--- src/rtl/sync_debounce_bank.sv ---
// Multi-channel input synchroniser with optional per-channel debounce filter and edge pulses.
// Define DEBOUNCE_FILTER_EN to build the stability counters; otherwise the output follows the synchroniser directly.
module sync_debounce_bank #(
  parameter int                WIDTH        = 4,
  parameter int                STAGES       = 2,
  parameter int                DEBOUNCE_CNT = 16,
  parameter logic [WIDTH-1:0]  RESET_VAL    = {WIDTH{1'b0}}
) (
  input  logic             clk_dst,
  input  logic             rst_dst,
  input  logic [WIDTH-1:0] signal_src,
  output logic [WIDTH-1:0] signal_dst,
  output logic [WIDTH-1:0] rise_pulse,
  output logic [WIDTH-1:0] fall_pulse,
  output logic             any_change
);

  logic [WIDTH-1:0] sync_q [STAGES];
  logic [WIDTH-1:0] sync_d [STAGES];
  logic [WIDTH-1:0] s_last;
  logic [WIDTH-1:0] dst_q, dst_d;
  logic [WIDTH-1:0] rise_q, rise_d;
  logic [WIDTH-1:0] fall_q, fall_d;
  logic             any_q, any_d;

  always_comb begin
    sync_d[0] = signal_src;
    for (int k = 1; k < STAGES; k++) begin
      sync_d[k] = sync_q[k-1];
    end
  end

  assign s_last = sync_q[STAGES-1];

`ifdef DEBOUNCE_FILTER_EN
  localparam int             CW       = $clog2(DEBOUNCE_CNT + 1);
  localparam logic [CW-1:0]  CNT_LAST = CW'(DEBOUNCE_CNT - 1);

  logic [CW-1:0] cnt_q [WIDTH];
  logic [CW-1:0] cnt_d [WIDTH];

  // A channel's counter only runs while s_last disagrees with its output; any agreement restarts it.
  always_comb begin
    dst_d = dst_q;
    for (int i = 0; i < WIDTH; i++) begin
      cnt_d[i] = cnt_q[i] + CW'(1);
      if (s_last[i] == dst_q[i]) begin
        cnt_d[i] = '0;
      end else if (cnt_q[i] == CNT_LAST) begin
        dst_d[i] = s_last[i];
        cnt_d[i] = '0;
      end
    end
  end

  always_ff @(posedge clk_dst or posedge rst_dst) begin
    if (rst_dst) begin
      for (int i = 0; i < WIDTH; i++) cnt_q[i] <= '0;
    end else begin
      for (int i = 0; i < WIDTH; i++) cnt_q[i] <= cnt_d[i];
    end
  end
`else
  assign dst_d = s_last;

  // Filter depth has no meaning without the counters.
  logic [31:0] unused_debounce_cnt;
  assign unused_debounce_cnt = 32'(DEBOUNCE_CNT);
`endif

  assign rise_d = ~dst_q & dst_d;
  assign fall_d = dst_q & ~dst_d;
  assign any_d  = |(rise_d | fall_d);

  // Pulses are registered alongside the level so they coincide with the output toggle.
  always_ff @(posedge clk_dst or posedge rst_dst) begin
    if (rst_dst) begin
      for (int k = 0; k < STAGES; k++) sync_q[k] <= RESET_VAL;
      dst_q  <= RESET_VAL;
      rise_q <= '0;
      fall_q <= '0;
      any_q  <= 1'b0;
    end else begin
      for (int k = 0; k < STAGES; k++) sync_q[k] <= sync_d[k];
      dst_q  <= dst_d;
      rise_q <= rise_d;
      fall_q <= fall_d;
      any_q  <= any_d;
    end
  end

  assign signal_dst = dst_q;
  assign rise_pulse = rise_q;
  assign fall_pulse = fall_q;
  assign any_change = any_q;

endmodule

--- config.mk ---
export PLATFORM = sky130hd
export DESIGN_NAME = sync_debounce_bank
export DESIGN_NICKNAME = d
export VERILOG_FILES = /design/src/rtl/sync_debounce_bank.sv
export SDC_FILE = /design/constraint.sdc
export NUM_CORES = 1
export LEC_CHECK = 0
export CAP_MARGIN = 40
export CELL_PAD_IN_SITES_DETAIL_PLACEMENT = 0
export CELL_PAD_IN_SITES_GLOBAL_PLACEMENT = 2
export CORE_MARGIN = 2
export CORE_UTILIZATION = 32
export CTS_CLUSTER_DIAMETER = 120
export DETAILED_ROUTE_END_ITERATION = 7
export PLACE_DENSITY_LB_ADDON = 0.08
export SYNTH_ARGS = -nofsm -noshare
export SYNTH_HDL_FRONTEND = slang
export SYNTH_SLANG_ARGS = --single-unit
--- constraint.sdc ---
create_clock -name clk_dst -period 2.1 [get_ports clk_dst]
set_input_delay 0.315 -clock clk_dst [delete_from_list [all_inputs] [get_ports clk_dst]]
set_output_delay 0.315 -clock clk_dst [all_outputs]
set_load 0.05 [all_outputs]
* Yosys cells after proc, flatten, opt, wreduce, memory -nomap -nowiden
Index checks and enable logic that the tools add are counted.
Storage, ports and cells: bits in registers 21, bits of input ports 6, output and inout bits 13, logic and storage cells 12
Operators by class: bitwise operators 5, reductions and logical operators 1
Operators by type and width (count):
- 4-bit bitwise AND | 2
- 4-bit NOT | 2
- 4-bit bitwise OR | 1
- 4-bit OR reduction | 1

* Longest topological paths before layout
depth in word-level cells 4, mapped depth 3, gate-level depth less buffers 3

* Worst setup path after synthesis
No wires, ideal clock.
path kind register to register, from reg dst_q[2], in the netlist signal_dst[2], to reg any_q, in the netlist any_change, setup time 0.130 ns, arrival 1.067 ns, data required time 1.970 ns, path slack 0.904 ns, stages on the path, launching flop included 4, buffers on the path 0, period minus slack after synthesis 1.196 ns, path through dfrtp_1 inv_1 ha_1 nand4_1
On the way: word-level cells in the longest chain between the ends 4, elaborated cells on any way between the ends 5, classes of those cells 4 x bitwise; 1 x reduce/logical
Ends and longest elaborated chain:
- start: declaration | line 21 | logic [WIDTH-1:0] dst_q, dst_d;
- start signal: assignment | line 85 | dst_q <= dst_d;
- 4-bit NOT | line 71 | assign rise_d = ~dst_q & dst_d;
- 4-bit bitwise AND | line 71
- 4-bit bitwise OR (*) | line 73 | assign any_d = |(rise_d | fall_d);
- 4-bit OR reduction (*) | line 73
- net any_d | line 24 | logic any_q, any_d;
- end signal: assignment | line 88 | any_q <= any_d;
- end: declaration | line 24
The timed path passes the listed nets; every way through them passes the cells marked *.

* Final worst setup path
from reg dst_q[3], in the netlist signal_dst[3], to out signal_dst[3]
RTL lines:
- end: declaration | line 12 | output logic [WIDTH-1:0] signal_dst,
No word-level cell between the ends.

==> results.sh <==
export IMPL_rsz0062_at_grt="false"
export IMPL_postCtsResizedCells=0
export IMPL_routabilityCongestion=0.654
export IMPL_yosys_cell_types_count=4
export IMPL_clk_latency_ps=290
export IMPL_rrSetupSlack_ps=1190
export IMPL_synth_top_family_by_area="adder cells"
export IMPL_wire_per_inst_um=9.20
export IMPL_synth_mux_area_fraction_pct=0
export IMPL_place_area_um2=880
export IMPL_share_comb_of_total_power_pct=14.1
export IMPL_setup_viol_count_final=0
export IMPL_core_area_um2=1960
export IMPL_vias=340
export IMPL_crit_arrival_ps=1480
export IMPL_fin_skew_ps=3.54
export IMPL_ys_seq_area_share_pct=78.9
export IMPL_cts_sinks=21
export IMPL_slew_violations=0
export IMPL_reg2reg_depth=2
export IMPL_synthTopCellsByCount="21 x dfrtp_1, 9 x inv_1, 8 x ha_1"
export IMPL_dieArea_um2=2460
export IMPL_cts_htree_levels=1
export IMPL_wl_um=810
export IMPL_hp_class="register to register"
export IMPL_syn_to_final_growth_pct=36.1
export IMPL_syn_instance_count=39
export IMPL_routed_via_density=3.86
export IMPL_cts_root_buffer="clkbuf_4"
export IMPL_cts_setup_buffers=0
export IMPL_p_seq_share_pct=60.5
export IMPL_drive_above_1_share_pct=4.92
export IMPL_critPathRequiredTime_ps=1780
export IMPL_synth_warnings=0
export IMPL_crit_chain="clkdlybuf4s50_1"
export IMPL_place_hpwl_um=616
export IMPL_synth_most_common_cell="dfrtp_1"
export IMPL_drt_pass1_iter_count=1
export IMPL_synthSimpleGateAreaFrac_pct=0.940
export IMPL_period_needed_ps=1800
export IMPL_holdPathStages=0
export IMPL_p_sw_share_pct=25.6
export IMPL_critPathKind="register to output pin"
export IMPL_num_antenna_cells=0
export IMPL_holdPathEnd="dst_d[0]$_DFF_PP0_"
export IMPL_synthAdderAreaFrac_pct=15.0
export IMPL_die_height_um=49.6
export IMPL_fin_area_um2=906
export IMPL_yosys_area_top_type="dfrtp_1"
export IMPL_maxSlewHeadroom_pct=50.0
export IMPL_rows=16
export IMPL_synth_fp_nets=53
export IMPL_worst_slew_pin_slew_ps=748
export IMPL_post_layout_nonfiller_instances=88
export IMPL_path_clk_slew_ps=110
export IMPL_end_kind="output pin"
export IMPL_power_share_clock_pct=25.5
export IMPL_synth_xor_area_share_pct=0
export IMPL_fin_nets=76
export IMPL_grt_pass1_wl_um=1600
export IMPL_drc_errors=0
export IMPL_fin_util_pct=46.2
export IMPL_synth_top_area_share_pct=78.9
export IMPL_clockBufferDepth=2
export IMPL_critPathBufInv=1
export IMPL_total_power_w=0.000716
export IMPL_cts_hold_buf=0
export IMPL_r2r_start="dst_d[2]$_DFF_PP0_"
export IMPL_grt_pass1_vias=381
export IMPL_critPathMaxStageDelay_ps=810
export IMPL_cts_made_buffers=3
export IMPL_regToRegEndpoint="any_change$_DFF_PP0_"
export IMPL_critPathTopFamily="buffers and inverters"
export IMPL_netSwitchingPower_w=0.000183
export IMPL_path_max_fanout=3
export IMPL_peakVddDrop_mv=0.397
export IMPL_track_usage_pct=8.68
export IMPL_hold_violations=0
export IMPL_die_width_um=49.6
export IMPL_p_per_area_nw_per_um2=791
export IMPL_antenna_found_initial=0
export IMPL_p_int_w=0.000533
export IMPL_postRouteAntennaNets=0
export IMPL_max_cap_viol_count=0
export IMPL_cp_slowest_cell="clkdlybuf4s50_1"
export IMPL_grt_max_degree=22
export IMPL_drtIter0Drc=0
export IMPL_netlist_area_um2=666
export IMPL_gr_total_overflow=0
export IMPL_ys_async_sr_fraction_pct=100
export IMPL_start_util_pct=33.9
export IMPL_fin_setup_tns_ps=0
export IMPL_clock_fmax_mhz=556
export IMPL_synth_edf_count=0
export IMPL_synth_seq_cells=21
export IMPL_port_buffers=18
export IMPL_hp_start="sync_d[0]$_DFF_PP0_"
export IMPL_io_pin_count=19
export IMPL_synthTopCellsByArea="dfrtp_1 79%, ha_1 15%, inv_1 5.1%"
export IMPL_status="complete, no violations"
export IMPL_crit_path_start_kind="register"
export IMPL_synth_compound_area_share_pct=0
export IMPL_synth_flop_cell="dfrtp_1"
export IMPL_period_share_pct=85.7
export IMPL_tritoncts="yes"
export IMPL_leakagePower_nw=0.447
export IMPL_placed_cells=84
export IMPL_avgSynthCellArea_um2=17.1
[power by group through the flow]
stage,Sequential (W),Clock (W),Combinational (W)
2_1_floorplan,0.000487,0,0.0000153
3_3_place_gp,0.000441,0,0.000102
3_5_place_dp,0.000442,0,0.000103
4_1_cts,0.000434,0.000192,0.000103
5_1_grt,0.000437,0.000209,0.000109
6_report,0.000433,0.000182,0.000101
[stage by stage]
step | setup WS (ps) | hold WS [ps]
floorplan | 904 | 292
global placement | 632 | 335
detailed placement | 618 | 339
CTS | 281 | 365
global route | 225 | 372
finish | 301 | 360
[state kept, by name (all words and copies together), names as in the netlist]
name / count
fall_pulse: 4
signal_dst: 4
rise_pulse: 4
dst_d: 4
sync_d: 4
any_change: 1
[layout make-up]
class	instances	area, um2
repair buffers	18	180
inverters	9	33.8
clock buffers	4	26.3
multi-input cells	9	106
well taps	27	33.8
fillers	198	1060
flip-flops and latches	21	526
[routing by layer]
metal,up-vias,routed length (um),global-route usage (%)
met5,-,0,0
met4,0,8,5.56
met3,2,51,2.12
met2,11,446,13.8
met1,166,305,10.5
li1,161,-,-
[layout by cell type, fill, tap and decap left out]
cell             synthesis  layout
dfrtp_1                 21      21
clkdlybuf4s50_1          0      18
inv_1                    9       9
ha_1                     8       8
clkbuf_4                 0       3
nand4_1                  1       1
clkbuf_1                 0       1
[cells by family after synthesis]
logic type               after synthesis
buffers and inverters                  9
AND/OR/NAND/NOR                        1
flip-flops                            21
adder cells (fa/ha/maj)                8
[worst max-delay path by stage]
stage,from,end,slack (ps),cells after the start
3_3_place_gp,signal_dst[3]$_DFF_PP0_,signal_dst[3],630,1
5_1_grt,signal_dst[3]$_DFF_PP0_,signal_dst[3],220,1
2_1_floorplan,signal_dst[2]$_DFF_PP0_,any_change$_DFF_PP0_,900,3
4_1_cts,signal_dst[0]$_DFF_PP0_,signal_dst[0],280,1
3_5_place_dp,signal_dst[3]$_DFF_PP0_,signal_dst[3],620,1
6_report,signal_dst[3]$_DFF_PP0_,signal_dst[3],300,1
Note: power is estimated with default switching activity, not from simulation.
